--- src/rtl/pipe_stage_reg.sv ---
// rtl/pipe_stage_reg.sv - inter-stage pipeline register with valid/ready handshake,
// optional 2-entry skid buffer, flush-to-bubble and saturating stall counter.
module pipe_stage_reg #(
  parameter int                DATA_W  = 64,
  parameter logic [DATA_W-1:0] NOP_VAL = '0,
  parameter bit                SKID_EN = 1'b1,
  parameter int                CNT_W   = 16
) (
  input  logic              clk,
  input  logic              rst,
  input  logic              in_valid,
  output logic              in_ready,
  input  logic [DATA_W-1:0] in_data,
  input  logic              flush,
  output logic              out_valid,
  input  logic              out_ready,
  output logic [DATA_W-1:0] out_data,
  output logic [1:0]        occupancy,
  output logic [CNT_W-1:0]  stall_cycles
);

  localparam logic [1:0] ST_EMPTY = 2'd0;
  localparam logic [1:0] ST_ONE   = 2'd1;
  localparam logic [1:0] ST_TWO   = 2'd2;

  logic [1:0]        state_q, state_d;
  logic [DATA_W-1:0] main_q, main_d;
  logic [DATA_W-1:0] skid_q, skid_d;
  logic              rdy_q, rdy_d;
  logic [CNT_W-1:0]  stall_q, stall_d;
  logic              in_fire, out_fire;

  assign out_valid    = (state_q != ST_EMPTY);
  assign out_data     = main_q;
  assign occupancy    = state_q;
  assign stall_cycles = stall_q;
  assign in_fire      = in_valid & in_ready;
  assign out_fire     = out_valid & out_ready;

  // rdy_q also gates the single-entry variant so in_ready stays low until the first edge after reset
  if (SKID_EN) begin : g_skid
    assign in_ready = rdy_q;
  end else begin : g_noskid
    assign in_ready = rdy_q & (~out_valid | out_ready);
  end

  always_comb begin
    state_d = state_q;
    main_d  = main_q;
    skid_d  = skid_q;
    if (flush) begin
      state_d = ST_EMPTY;
      main_d  = NOP_VAL;
      skid_d  = NOP_VAL;
    end else begin
      case (state_q)
        ST_EMPTY: begin
          if (in_fire) begin
            state_d = ST_ONE;
            main_d  = in_data;
          end
        end
        ST_ONE: begin
          if (in_fire && out_fire) begin
            main_d = in_data;
          end else if (in_fire && SKID_EN) begin
            state_d = ST_TWO;
            skid_d  = in_data;
          end else if (out_fire) begin
            state_d = ST_EMPTY;
            main_d  = NOP_VAL;
          end
        end
        ST_TWO: begin
          if (out_fire) begin
            state_d = ST_ONE;
            main_d  = skid_q;
            skid_d  = NOP_VAL;
          end
        end
        default: begin
          state_d = ST_EMPTY;
          main_d  = NOP_VAL;
          skid_d  = NOP_VAL;
        end
      endcase
    end
  end

  always_comb begin
    rdy_d   = (state_d != ST_TWO);
    stall_d = stall_q;
    if (out_valid && !out_ready && (stall_q != {CNT_W{1'b1}})) begin
      stall_d = stall_q + {{(CNT_W-1){1'b0}}, 1'b1};
    end
  end

  always_ff @(posedge clk or negedge rst) begin
    if (!rst) begin
      state_q <= ST_EMPTY;
      main_q  <= NOP_VAL;
      skid_q  <= NOP_VAL;
      rdy_q   <= 1'b0;
      stall_q <= '0;
    end else begin
      state_q <= state_d;
      main_q  <= main_d;
      skid_q  <= skid_d;
      rdy_q   <= rdy_d;
      stall_q <= stall_d;
    end
  end

endmodule

--- config.mk ---
export PLATFORM = sky130hd
export DESIGN_NAME = pipe_stage_reg
export DESIGN_NICKNAME = d
export VERILOG_FILES = /design/src/rtl/pipe_stage_reg.sv
export SDC_FILE = /design/constraint.sdc
export NUM_CORES = 1
export LEC_CHECK = 0
export CORE_MARGIN = 2
export CORE_UTILIZATION = 40
export DETAILED_ROUTE_END_ITERATION = 16
export PLACE_DENSITY = 0.66
export SYNTH_ARGS = -nofsm -noshare
export SYNTH_HDL_FRONTEND = slang
export SYNTH_SLANG_ARGS = --single-unit
--- constraint.sdc ---
create_clock -name clk -period 4.4 [get_ports clk]
set_clock_uncertainty 0.1 [all_clocks]
set_input_delay 0.88 -clock clk [delete_from_list [all_inputs] [get_ports clk]]
set_output_delay 0.88 -clock clk [all_outputs]
set_load 0.1 [all_outputs]
==> results of run 1 <==
-- state kept, by name (all words and copies together) (netlist names) --
signal	flops
out_data	64
in_ready	1
stall_cycles	16
skid_q	64
occupancy	2
-- final timing paths --
kind / slack [ns] / from / cells past startpoint / to
min in group clk: 0.38 / out_data[31] / 1 / out_data[31]
max in group asynchronous: 2.83 / rst / 2 / skid_q[44]
worst min register to register: 0.38 / out_data[31] / 1 / out_data[31]
worst max register to register: 1.53 / occupancy[0] / 6 / out_data[21]
worst min-delay path: 0.38 / rst / 1 / stall_cycles[3]
worst max-delay path: 1.07 / occupancy[0] / 1 / occupancy[0]
-- placed cells by master, fill, tap and decap left out, types with 2 or more instances in the layout --
master / Yosys / layout
o21ai_1: 2 / 2
nand3_1: 5 / 5
xnor2_1: 10 / 10
clkinvlp_4: 0 / 2
o21ba_2: 2 / 2
nor2_1: 48 / 48
dfrtp_1: 147 / 145
a31oi_1: 2 / 2
mux2i_1: 44 / 44
clkbuf_8: 0 / 2
o21a_1: 2 / 2
and2_1: 7 / 7
a21oi_4: 0 / 2
and3_1: 2 / 2
a22oi_1: 29 / 29
clkinv_2: 0 / 3
bufinv_16: 0 / 5
dfrtp_2: 0 / 2
nand4_1: 9 / 9
a21oi_1: 39 / 38
and2_0: 2 / 2
buf_4: 6 / 11
a22o_1: 55 / 55
xor2_1: 3 / 3
o2bb2ai_1: 64 / 64
clkdlybuf4s50_1: 0 / 149
nor4_1: 2 / 2
clkbuf_16: 0 / 17
nor2b_1: 3 / 2
nand3b_1: 2 / 2
clkbuf_1: 7 / 2
nand2_1: 9 / 9
inv_2: 2 / 2
buf_12: 0 / 2
nor2_4: 1 / 2
-- power by group --
group | total [W] | internal (W) | switching [W] | leakage (nW)
logic | 0.00107 | 0.000286 | 0.000788 | 1.42
registers | 0.00152 | 0.00144 | 0.0000845 | 2.00
clock network | 0.00157 | 0.00103 | 0.000541 | 0.309
total | 0.00417 | 0.00275 | 0.00141 | 3.73
-- cells in the mapped netlist (3+ instances only) --
| library cell | n |
|---|---|
| nand4_1 | 9 |
| nor2b_1 | 3 |
| xnor2_1 | 10 |
| dfrtp_1 | 147 |
| nand3_1 | 5 |
| a22oi_1 | 29 |
| nand2_1 | 9 |
| buf_2 | 23 |
| buf_6 | 10 |
| buf_4 | 6 |
| xor2_1 | 3 |
| a22o_1 | 55 |
| and2_1 | 7 |
| nor2_1 | 48 |
| a21oi_1 | 39 |
| o2bb2ai_1 | 64 |
| clkbuf_1 | 7 |
| mux2i_1 | 44 |
-- layer usage --
layer | GRT usage | vias up
li1 | - | 2368
met1 | 0.260 | 2549
met2 | 0.315 | 132
met3 | 0.0529 | 21
met4 | 0.0687 | 0
met5 | 0 | -
-- cell type report --
class	count	share of cell area
Tap cell	220	0.0309
Timing Repair Buffer	163	0.182
Clock buffer	21	0.0517
Sequential cell	147	0.413
Multi-Input combinational cell	359	0.301
Inverter	2	0.000843
Clock inverter	10	0.0202
-- logic make-up after synthesis --
logic type | after synthesis
buffers and inverters | 50
adders and majority gates | 1
muxes | 45
and+or+nand+nor | 100
xor gates and xnor gates | 13
DFF | 147
AOI/OAI and AO/OA | 200
-- through the flow --
stage                     setup WS [ns]  cells  hold slack [ns]
after floorplan                    1.68    556            0.373
after global placement             1.37    891            0.370
after detailed placement           1.29    891            0.373
after CTS                          1.03    922            0.392
after global routing              0.988    922            0.402
final                              1.07    922            0.379
==> impl_metrics.yaml, run 1 <==
cts:
  clock_path_buffers: 2
  cts_buffers: 17
  cts_root_buffer: "clkbuf_16"
  cts.sinks: 147
  cts_tree: "built"
  cts_resized: 0
  post_cts_buffers: 0
  clock_latency_ns: 0.42
  hold_buffers: 0
  cts-htree-levels: 4
  clk_pin_slew_ns: 0.06
synth:
  synth_xor_area_frac: 0.0171
  avgSynthCellArea_um2: 12.0
  async_reset_ff_frac: 1.00
  synth-edff-count: 0
  netlist_instances: 556
  ys_seq_area_frac: 0.554
  synthMuxAreaShare: 0.0680
  synth.distinct_cells: 46
  yosys.area_share.simple: 0.0780
  synth-main-ff-cell: "dfrtp_1"
  synth_fa_ha_area_frac: 0.00188
  synth_top_area_frac: 0.554
  ys_warn_count: 0
  ys_ff_latch: 147
  synth_top_family_by_area: "compound AO/OA/AOI/OAI gates"
  synth_area_leader_cell: "dfrtp_1"
  syn_nets: 626
  synth.area.top_cells: "dfrtp_1 (55%), o2bb2ai_1 (8.4%), a22o_1 (7.2%)"
  synth-compound-area-share: 0.234
  synth_area_um2: 6650
power_and_ir_drop:
  ir_drop_uv: 336
  p_total_w: 0.00417
  power_density_nw_per_um2: 468
  p_leak_nw: 3.73
floorplan:
  dieArea_um2: 17700
  start_util: 0.405
  die_x_um: 133
  rows: 47
  die_h_um: 133
  core_um2: 16400
  io-pin-count: 153
timing:
  hold_viol: 0
  slew_viol_final: 0
  period_share: 0.757
  slew-limit-headroom: 0.299
  rsz0062_at_grt: "no"
  period_minus_slack_ns: 3.33
  setup-violations-final: 0
  worstMarginPinSlew_ns: 1.05
  tns_ns: 0
  fmax_mhz: 300
grt:
  grt_overflow: 0
  antenna_found_initial: 0
  grt_max_degree: 77
  grt_pass1_wl_um: 27800
  grt_pass1_vias: 5140
  grt.total_usage: 0.197
cells_and_area:
  antenna_cells: 0
  layout-drive-gt1-share: 0.0840
  fin_nets: 760
  synthToLayoutAreaGrowth_pct: 34.1
  fillCellCount: 1348
  multi_input_area_um2: 2680
  design_area_um2: 8910
  seq_area_um2: 3680
  final_core_util: 0.543
critical_path:
  cp_top_family: "buffers and inverters"
  cp-start-kind: "flip-flop"
  cp-end-kind: "output pin"
  crit_arrival_ns: 2.35
  critPathBufInv: 1
  path_max_fanout: 25
  crit_path_cell_trace: "clkdlybuf4s50_1"
  crit_required_ns: 3.42
  slowest_delay_ns: 1.24
  setup.worst_path.class: "flip-flop to output pin"
  crit_slowest_cell: "clkdlybuf4s50_1"
route:
  wl_met1_um: 7610
  firstDrtPassIters: 4
  dr_wl_met2_um: 8100
  wl_per_cell_um: 18.2
  routed.top_layer: "met4"
  num_vias: 5070
  post-route-drc-count: 0
  vias_per_cell: 5.50
  first_iter_violations: 316
  ant_nets: 0
  dr_wl_met3_um: 823
  routed_wirelength_um: 16800
placed_design:
  place_area_um2: 8270
  hpwl_um: 10700
  io_buffers: 152
  gp_congestion: 0.815
worst_hold_path:
  min_path_type: "input pin to async pin"
job:
  timing.max_cap.violations: 0
outcome:
  status: "finished, final reports clean"
Power figures use the tool's default switching activity.
==> run 2, diff against run 1 <==
Clock period 4.4 ns to 3.4 ns, I/O delays scaled along.
==> run 2 against run 1 <==
Against the previous run: final cell count increased by 0.87%; sequential share of layout area increased by 0.94 points; hold slack got worse by 0.22 ns; combinational power increased by 28%; non-clock buffer count increased by 7; global-route usage about the same.
==> impl_metrics.yaml, run 2 (same netlist as run 1, synthesis figures left out) <==
cells_and_area:
  design_area_um2: 8710
  fillCellCount: 1419
  final_core_util: 0.531
  final_cell_mix: "dfrtp_1 (145), buf_4 (98), clkdlybuf4s50_1 (67)"
  antenna_cells: 0
  layout_commonest_cell: "dfrtp_1"
  fin_nets: 767
  layout-drive-gt1-share: 0.211
  synthToLayoutAreaGrowth_pct: 31.1
outcome:
  status: "finished, final reports clean"
floorplan:
  rows: 47
  die_h_um: 133
  dieArea_um2: 17700
  die_x_um: 133
  io-pin-count: 153
  core_um2: 16400
  start_util: 0.405
route:
  routed_wirelength_um: 17100
  wl_per_cell_um: 18.4
  ant_nets: 0
  num_vias: 5187
  vias_per_cell: 5.58
  post-route-drc-count: 0
  first_iter_violations: 262
  firstDrtPassIters: 5
critical_path:
  worst_r2r_endpoint: "out_data[55]"
  rr_startpoint: "occupancy[0]"
  setup.worst_path.class: "input pin to flip-flop"
  reg2reg_depth: 6
  crit_start: "out_ready"
  crit_arrival_ns: 3.04
  cp-start-kind: "input pin"
  critPathCapture: "skid_q[7]"
  path_max_fanout: 43
  rrSetupSlack_ns: 0.88
  cp-end-kind: "flip-flop"
  crit_required_ns: 3.66
cts:
  clk_pin_slew_ns: 0.06
  cts.sinks: 147
  hold_buffers: 0
  cts-htree-levels: 4
  cts_tree: "built"
  clock_path_buffers: 2
  cts_resized: 0
  post_cts_buffers: 0
  cts_root_buffer: "clkbuf_16"
  cts_buffers: 17
  clock_latency_ns: 0.42
timing:
  worst_slack_ns: 0.617
  period_share: 0.819
  worstMarginPinSlew_ns: 1.07
  rsz0062_at_grt: "no"
  slew-limit-headroom: 0.282
  period_minus_slack_ns: 2.78
  slew_viol_final: 0
  fmax_mhz: 359
  hold_viol: 0
  tns_ns: 0
  setup-violations-final: 0
job:
  timing.max_cap.violations: 0
grt:
  grt_pass1_wl_um: 27500
  grt.total_usage: 0.197
  grt_overflow: 0
  grt_pass1_vias: 5122
  grt_max_degree: 76
  antenna_found_initial: 0
placed_design:
  hpwl_um: 11100
  gp_congestion: 0.812
  place_area_um2: 8140
  io_buffers: 152
  dp_slack_ns: 0.209
power_and_ir_drop:
  ir_drop_uv: 360
  p_total_w: 0.00516
  p_leak_nw: 3.87
  power_density_nw_per_um2: 592
worst_hold_path:
  min_path_type: "input pin to async pin"
==> run 2: worst min path at each step <==
stage	startpoint	to	slack, ns	cells after the start
finish	rst	stall_cycles[6]	0.16	1
global route	rst	stall_cycles[7]	0.21	1
CTS	rst	stall_cycles[6]	0.19	1
detailed placement	out_data[59]	out_data[59]	0.38	1
global placement	out_data[41]	out_data[41]	0.37	1
floorplan	rst	in_ready	0.28	0
==> run 2: cell type report <==
class | instances | area, um^2 | share of cell area
inverters | 2 | 7.51 | 0.000862
well taps | 220 | 275 | 0.0316
flip-flops and latches | 147 | 3680 | 0.423
clock buffers | 19 | 443 | 0.0508
repair buffers | 170 | 1500 | 0.172
clock inverters | 13 | 128 | 0.0146
multi-input cells | 359 | 2680 | 0.308
==> run 2: per-layer routing <==
layer | share of wire | vias to the layer above | global-route usage
li1 | - | 2374 | -
met1 | 0.46 | 2633 | 0.266
met2 | 0.48 | 156 | 0.315
met3 | 0.047 | 24 | 0.0414
met4 | 0.019 | 0 | 0.0711
met5 | 0 | - | 0
==> run 2: through the flow <==
stage / cells / hold WS (ns)
after floorplan: 556 / 0.284
after global placement: 898 / 0.372
after detailed placement: 898 / 0.375
after CTS: 930 / 0.190
after global routing: 930 / 0.207
final: 930 / 0.163
==> run 2: power breakdown <==
| part | switching, W | internal (W) | leakage, nW |
|---|---|---|---|
| combinational | 0.00103 | 0.000347 | 1.61 |
| sequential | 0.000110 | 0.00186 | 2.00 |
| clock | 0.000774 | 0.00104 | 0.264 |
==> run 2: worst max-delay path, stage by stage <==
cell             delay [ns]
clkdlybuf4s50_1        0.72
nand3b_1               0.17
a21oi_1                0.11
nor2_4                 0.80
buf_4                  0.34
a22o_1                 0.17
